===== config.mk =====
export PLATFORM = sky130hd
export DESIGN_NAME = code_matcher
export DESIGN_NICKNAME = d
export VERILOG_FILES = /design/src/rtl/code_pkg.sv /design/src/rtl/code_matcher_eq.sv /design/src/rtl/code_matcher.sv
export SDC_FILE = /design/constraint.sdc
export NUM_CORES = 1
export LEC_CHECK = 0
export CELL_PAD_IN_SITES_DETAIL_PLACEMENT = 1
export CELL_PAD_IN_SITES_GLOBAL_PLACEMENT = 1
export CORE_AREA = 10 10 79 81
export CTS_CLUSTER_SIZE = 8
export DETAILED_ROUTE_END_ITERATION = 16
export DIE_AREA = 0 0 89 91
export PLACE_DENSITY = 0.81
export SLEW_MARGIN = 0
export SYNTH_ARGS = -nofsm -noshare
export SYNTH_HDL_FRONTEND = slang
export SYNTH_HIERARCHICAL = 1
export SYNTH_SLANG_ARGS = --single-unit

===== constraint.sdc =====
create_clock -name clk -period 2.9 [get_ports clk]
set_input_delay 0.29 -clock clk [delete_from_list [all_inputs] [get_ports clk]]
set_output_delay 0.29 -clock clk [all_outputs]
set_load 0.03 [all_outputs]

===== src/rtl/code_pkg.sv =====
// Shared types for the code matcher: FSM state encoding and the fail-counter helper.
package code_pkg;

  typedef enum logic [1:0] {
    IDLE   = 2'd0,
    CMP    = 2'd1,
    RESULT = 2'd2,
    LOCKED = 2'd3
  } state_t;

  localparam int FAIL_W = 4;

  function automatic logic [FAIL_W-1:0] sat_inc(input logic [FAIL_W-1:0] cnt,
                                                input logic [FAIL_W-1:0] max);
    sat_inc = (cnt >= max) ? max : cnt + 4'd1;
  endfunction

endpackage


===== src/rtl/code_matcher_eq.sv =====
// WIDTH-parameterised equality comparator used for the per-symbol check.
module code_matcher_eq #(
  parameter int WIDTH = 8
) (
  input  logic [WIDTH-1:0] a,
  input  logic [WIDTH-1:0] b,
  output logic             eq
);

  assign eq = (a == b);

endmodule


===== src/rtl/code_matcher.sv =====
// Code matcher: stores a DEPTH-symbol reference code, compares entered sequences
// against it and locks out after MAX_TRIES consecutive failed entries.
module code_matcher
  import code_pkg::*;
#(
  parameter int WIDTH     = 8,
  parameter int DEPTH     = 4,
  parameter int MAX_TRIES = 3
) (
  input  logic                     clk,
  input  logic                     rst_n,
  input  logic                     load_valid,
  input  logic [WIDTH-1:0]         load_data,
  output logic                     load_ready,
  input  logic                     in_valid,
  input  logic [WIDTH-1:0]         in_data,
  output logic                     in_ready,
  input  logic                     clear,
  output logic                     match,
  output logic                     mismatch,
  output logic                     locked,
  output logic [$clog2(DEPTH)-1:0] idx
);

  localparam int                IW       = $clog2(DEPTH);
  localparam logic [IW-1:0]     LAST_IDX = IW'(DEPTH - 1);
  localparam logic [FAIL_W-1:0] MAX_F    = FAIL_W'(MAX_TRIES);

  state_t                state_r, state_nxt;
  logic [IW-1:0]         idx_r, idx_nxt;
  logic [IW-1:0]         wr_ptr_r;
  logic [FAIL_W-1:0]     fail_r, fail_nxt;
  logic                  all_eq_r, all_eq_nxt;
  logic                  match_r, match_nxt;
  logic                  mismatch_r, mismatch_nxt;
  logic                  active_r;
  logic [WIDTH-1:0]      ref_r [DEPTH];
  logic                  sym_eq_s;
  logic                  eq_acc_s;
  logic                  in_ready_s;
  logic                  load_ready_s;
  logic                  accept_s;
  logic                  load_acc_s;

  // active_r keeps both ready outputs low until the first clock edge after reset release
  assign in_ready_s   = active_r & ((state_r == IDLE) | (state_r == CMP));
  assign load_ready_s = active_r & (state_r == IDLE) & ~in_valid;
  assign accept_s     = in_valid & in_ready_s;
  assign load_acc_s   = load_valid & load_ready_s;

  code_matcher_eq #(.WIDTH(WIDTH)) u_eq (
    .a  (in_data),
    .b  (ref_r[idx_r]),
    .eq (sym_eq_s)
  );

  // Next-state, compare accumulation and result-pulse decision
  always_comb begin
    state_nxt    = state_r;
    idx_nxt      = idx_r;
    all_eq_nxt   = all_eq_r;
    fail_nxt     = fail_r;
    match_nxt    = 1'b0;
    mismatch_nxt = 1'b0;
    eq_acc_s     = 1'b0;
    if (clear) begin
      state_nxt  = IDLE;
      idx_nxt    = {IW{1'b0}};
      all_eq_nxt = 1'b0;
      fail_nxt   = {FAIL_W{1'b0}};
    end else begin
      case (state_r)
        IDLE, CMP: begin
          if (accept_s) begin
            // the first symbol of a sequence starts from a fresh all-equal flag
            eq_acc_s   = ((idx_r == {IW{1'b0}}) ? 1'b1 : all_eq_r) & sym_eq_s;
            all_eq_nxt = eq_acc_s;
            if (idx_r == LAST_IDX) begin
              state_nxt    = RESULT;
              idx_nxt      = {IW{1'b0}};
              match_nxt    = eq_acc_s;
              mismatch_nxt = ~eq_acc_s;
              fail_nxt     = eq_acc_s ? {FAIL_W{1'b0}} : sat_inc(fail_r, MAX_F);
            end else begin
              state_nxt = CMP;
              idx_nxt   = idx_r + {{(IW-1){1'b0}}, 1'b1};
            end
          end else begin
            state_nxt = state_r;
          end
        end
        RESULT: begin
          if (fail_r >= MAX_F) begin
            state_nxt = LOCKED;
          end else begin
            state_nxt = IDLE;
          end
        end
        LOCKED:  state_nxt = LOCKED;
        default: state_nxt = IDLE;
      endcase
    end
  end

  // Control and result registers
  always_ff @(posedge clk or negedge rst_n) begin
    if (!rst_n) begin
      state_r    <= IDLE;
      idx_r      <= {IW{1'b0}};
      fail_r     <= {FAIL_W{1'b0}};
      all_eq_r   <= 1'b1;
      match_r    <= 1'b0;
      mismatch_r <= 1'b0;
      active_r   <= 1'b0;
    end else begin
      state_r    <= state_nxt;
      idx_r      <= idx_nxt;
      fail_r     <= fail_nxt;
      all_eq_r   <= all_eq_nxt;
      match_r    <= match_nxt;
      mismatch_r <= mismatch_nxt;
      active_r   <= 1'b1;
    end
  end

  // Reference store with a wrapping write pointer; clear leaves it intact
  always_ff @(posedge clk or negedge rst_n) begin
    if (!rst_n) begin
      wr_ptr_r <= {IW{1'b0}};
      for (int i = 0; i < DEPTH; i++) begin
        ref_r[i] <= {WIDTH{1'b0}};
      end
    end else if (load_acc_s) begin
      ref_r[wr_ptr_r] <= load_data;
      wr_ptr_r        <= (wr_ptr_r == LAST_IDX) ? {IW{1'b0}}
                                                : wr_ptr_r + {{(IW-1){1'b0}}, 1'b1};
    end else begin
      wr_ptr_r <= wr_ptr_r;
    end
  end

  assign load_ready = load_ready_s;
  assign in_ready   = in_ready_s;
  assign match      = match_r;
  assign mismatch   = mismatch_r;
  assign locked     = (state_r == LOCKED);
  assign idx        = idx_r;

endmodule

==> impl_metrics.ini <==
[drt]
post-route-drc-count = 0
initialDrtViolationCount = 40
drt.antenna.violating_nets = 0
vias_per_cell = 5.63
post_drt_wl_per_cell_um = 20.1
postRouteWirelength_um = 4780
vias = 1339
first_pass_iters = 4

[global_routing]
grt_pass1_vias = 1569
grt_max_degree = 47
antenna_found_initial = 0
grt_pass1_wl_um = 8000
grt_overflow = 0
grt.total_usage_pct = 12.8

[cells_and_area]
utilization_pct = 55.8
diodes = 0
drive_above_1_share_pct = 31.0
syn_to_final_growth_pct = 17.0
finalNetCount = 211

[floorplanning]
core_area_um2 = 4660
die_area_um2 = 8100
initial_core_util_pct = 47.7
dieWidth_um = 89
row_count = 25
ios = 28
fp.dieH_um = 91

[clock_tree]
clkTransAtPathRegs_ps = 90
cts-resized-gates = 0
cts_tree = done
cts.path.max_buffers = 2
postCtsSetupBuffers = 0
insertion_delay_ps = 300
clock_sinks = 46
h-tree-depth = 2
cts_hold_buf = 0
cts_buffers = 5
clock-root-buffer = clkbuf_8

[timing]
setup_viol = 0
post-route-period-util_pct = 79.0
period_minus_slack_ps = 2290
worst_pin_slew_ps = 1020
setup-tns-final_ps = 0
fmax_mhz = 437
final-hold-violation-count = 0
rsz0062_at_grt = false
clock_skew_ps = 8.24
drv_slew = 0
maxSlewHeadroom_pct = 31.7

[synth]
synth_top_cell_area_share_pct = 50.7
ys_seq_area_share_pct = 51.9
synthTopCellsByArea = dfrtp_1 (51%), mux2_2 (17%), mux4_2 (8.1%)
yosysTopAreaCell = dfrtp_1
synth_cell_types = 32
synth.cell_area_um2 = 2220
synth.yosys.warnings = 6
synthFlopType = dfrtp_1
yosys.cell_count.top_type = dfrtp_1
synthArstFlopShare_pct = 100
synth_seq_cells = 46
syn_nets = 183
synth_cells = 155
synth_commonest_cells = dfrtp_1 (45), mux2_2 (34), xnor2_1 (9)
syn_avg_cell_area_um2 = 14.3
synth-edff-count = 0

[placed_design]
dpl.hpwl_um = 3520
place_congestion = 0.721
io_buffers = 27

[critical_path]
worstSetupPathType = reg2reg
endpoint_kind = register
r2r_slack_ps = 610
arrival_ps = 2470
timing.rr.start = idx[0]$_DFFE_PN0P_
start_kind = register
worst-endpoint-required_ps = 3080
critPathLaunch = idx[0]$_DFFE_PN0P_
crit_fanout = 10
worstRegToRegCells = 7

[run]
drv_cap = 0

[run_status]
status = finished, final reports clean

[hold_path]
min_path_type = in2async

[pwr]
p_per_area_nw_per_um2 = 757
peakVddDrop_v = 0.000424
cellLeakagePower_nw = 1.12
-- metrics by stage --
stage	cell area [µm²]	worst slack (ps)	hold slack, ps	total power [W]	instances
after floorplan	2220	735	-5.59	0.00139	155
after global placement	2500	680	485	0.00150	230
after detailed placement	2500	583	494	0.00157	230
after CTS	2600	557	195	0.00199	238
after global routing	2600	426	246	0.00210	238
final	2600	609	160	0.00197	238
-- final timing paths --
path	end
setup / recovery	fail_r[0]$_DFFE_PN0P_
hold / removal	fail_r[3]$_DFFE_PN0P_
hold reg to reg	ref_r[20]$_DFFE_PN0P_
setup reg to reg	fail_r[0]$_DFFE_PN0P_
max in group asynchronous	ref_r[16]$_DFFE_PN0P_
min in group clk	ref_r[20]$_DFFE_PN0P_
-- power breakdown --
group	switching (W)	total (W)	internal, W	leakage, nW
Combinational	0.000193	0.000543	0.000351	0.487
Clock	0.000226	0.000423	0.000197	0.0489
Sequential	0.000141	0.00100	0.000861	0.584
-- routing by layer --
metal | track usage (%) | vias to the layer above | wire length (µm)
met5 | 0 | - | 0
met4 | 4.91 | 0 | 73
met3 | 4.11 | 8 | 254
met2 | 21.7 | 26 | 2460
met1 | 14.5 | 689 | 1990
li1 | - | 616 | -
-- state kept, by name, summed over array words and instances (netlist names) --
signal,cells
state_r,2
wr_ptr_r,2
idx,2
ref_r,32
mismatch,1
match,1
fail_r,4
active_r,1
all_eq_r,1
-- critical path, stage by stage, from the launching register on --
cell     delay (ps)
dfrtp_1         700
mux4_2          580
xnor2_1         230
nand4_1         120
nor2_1          180
o21a_1          190
a211o_1         100
a21oi_1          60
-- kinds of logic after synthesis --
logic type / after synthesis / synth area share [%]
DFF: 46 / 51.9
AOI/OAI and AO/OA: 10 / 2.98
buffers and inverters: 11 / 3.27
xor gates and xnor gates: 9 / 3.55
adders and majority gates: 7 / 3.94
and+or+nand+nor: 27 / 8.00
other: 1 / 0.169
muxes: 44 / 26.2
-- layout make-up --
| cell class | count | area [µm²] |
|---|---|---|
| Clock buffer | 7 | 86.3 |
| Multi-Input combinational cell | 98 | 997 |
| Timing Repair Buffer | 28 | 273 |
| Sequential cell | 46 | 1150 |
| Inverter | 4 | 15.0 |
| Clock inverter | 1 | 8.76 |
| Tap cell | 54 | 67.6 |
| Fill cell | 479 | 2060 |
-- cells in the final DEF, fill, tap and decap left out, types with 2 or more instances in the layout --
| cell | n |
|---|---|
| clkbuf_8 | 6 |
| mux2i_1 | 2 |
| inv_1 | 4 |
| xnor2_1 | 9 |
| ha_1 | 7 |
| a21oi_1 | 5 |
| nand2_1 | 3 |
| and3_1 | 4 |
| dfrtp_1 | 45 |
| nor2_1 | 5 |
| clkdlybuf4s50_1 | 26 |
| nor3b_1 | 2 |
| mux4_2 | 8 |
| mux2_2 | 34 |
| nand4_1 | 2 |
| nor3_1 | 3 |
(Power assumes the default switching activity.)
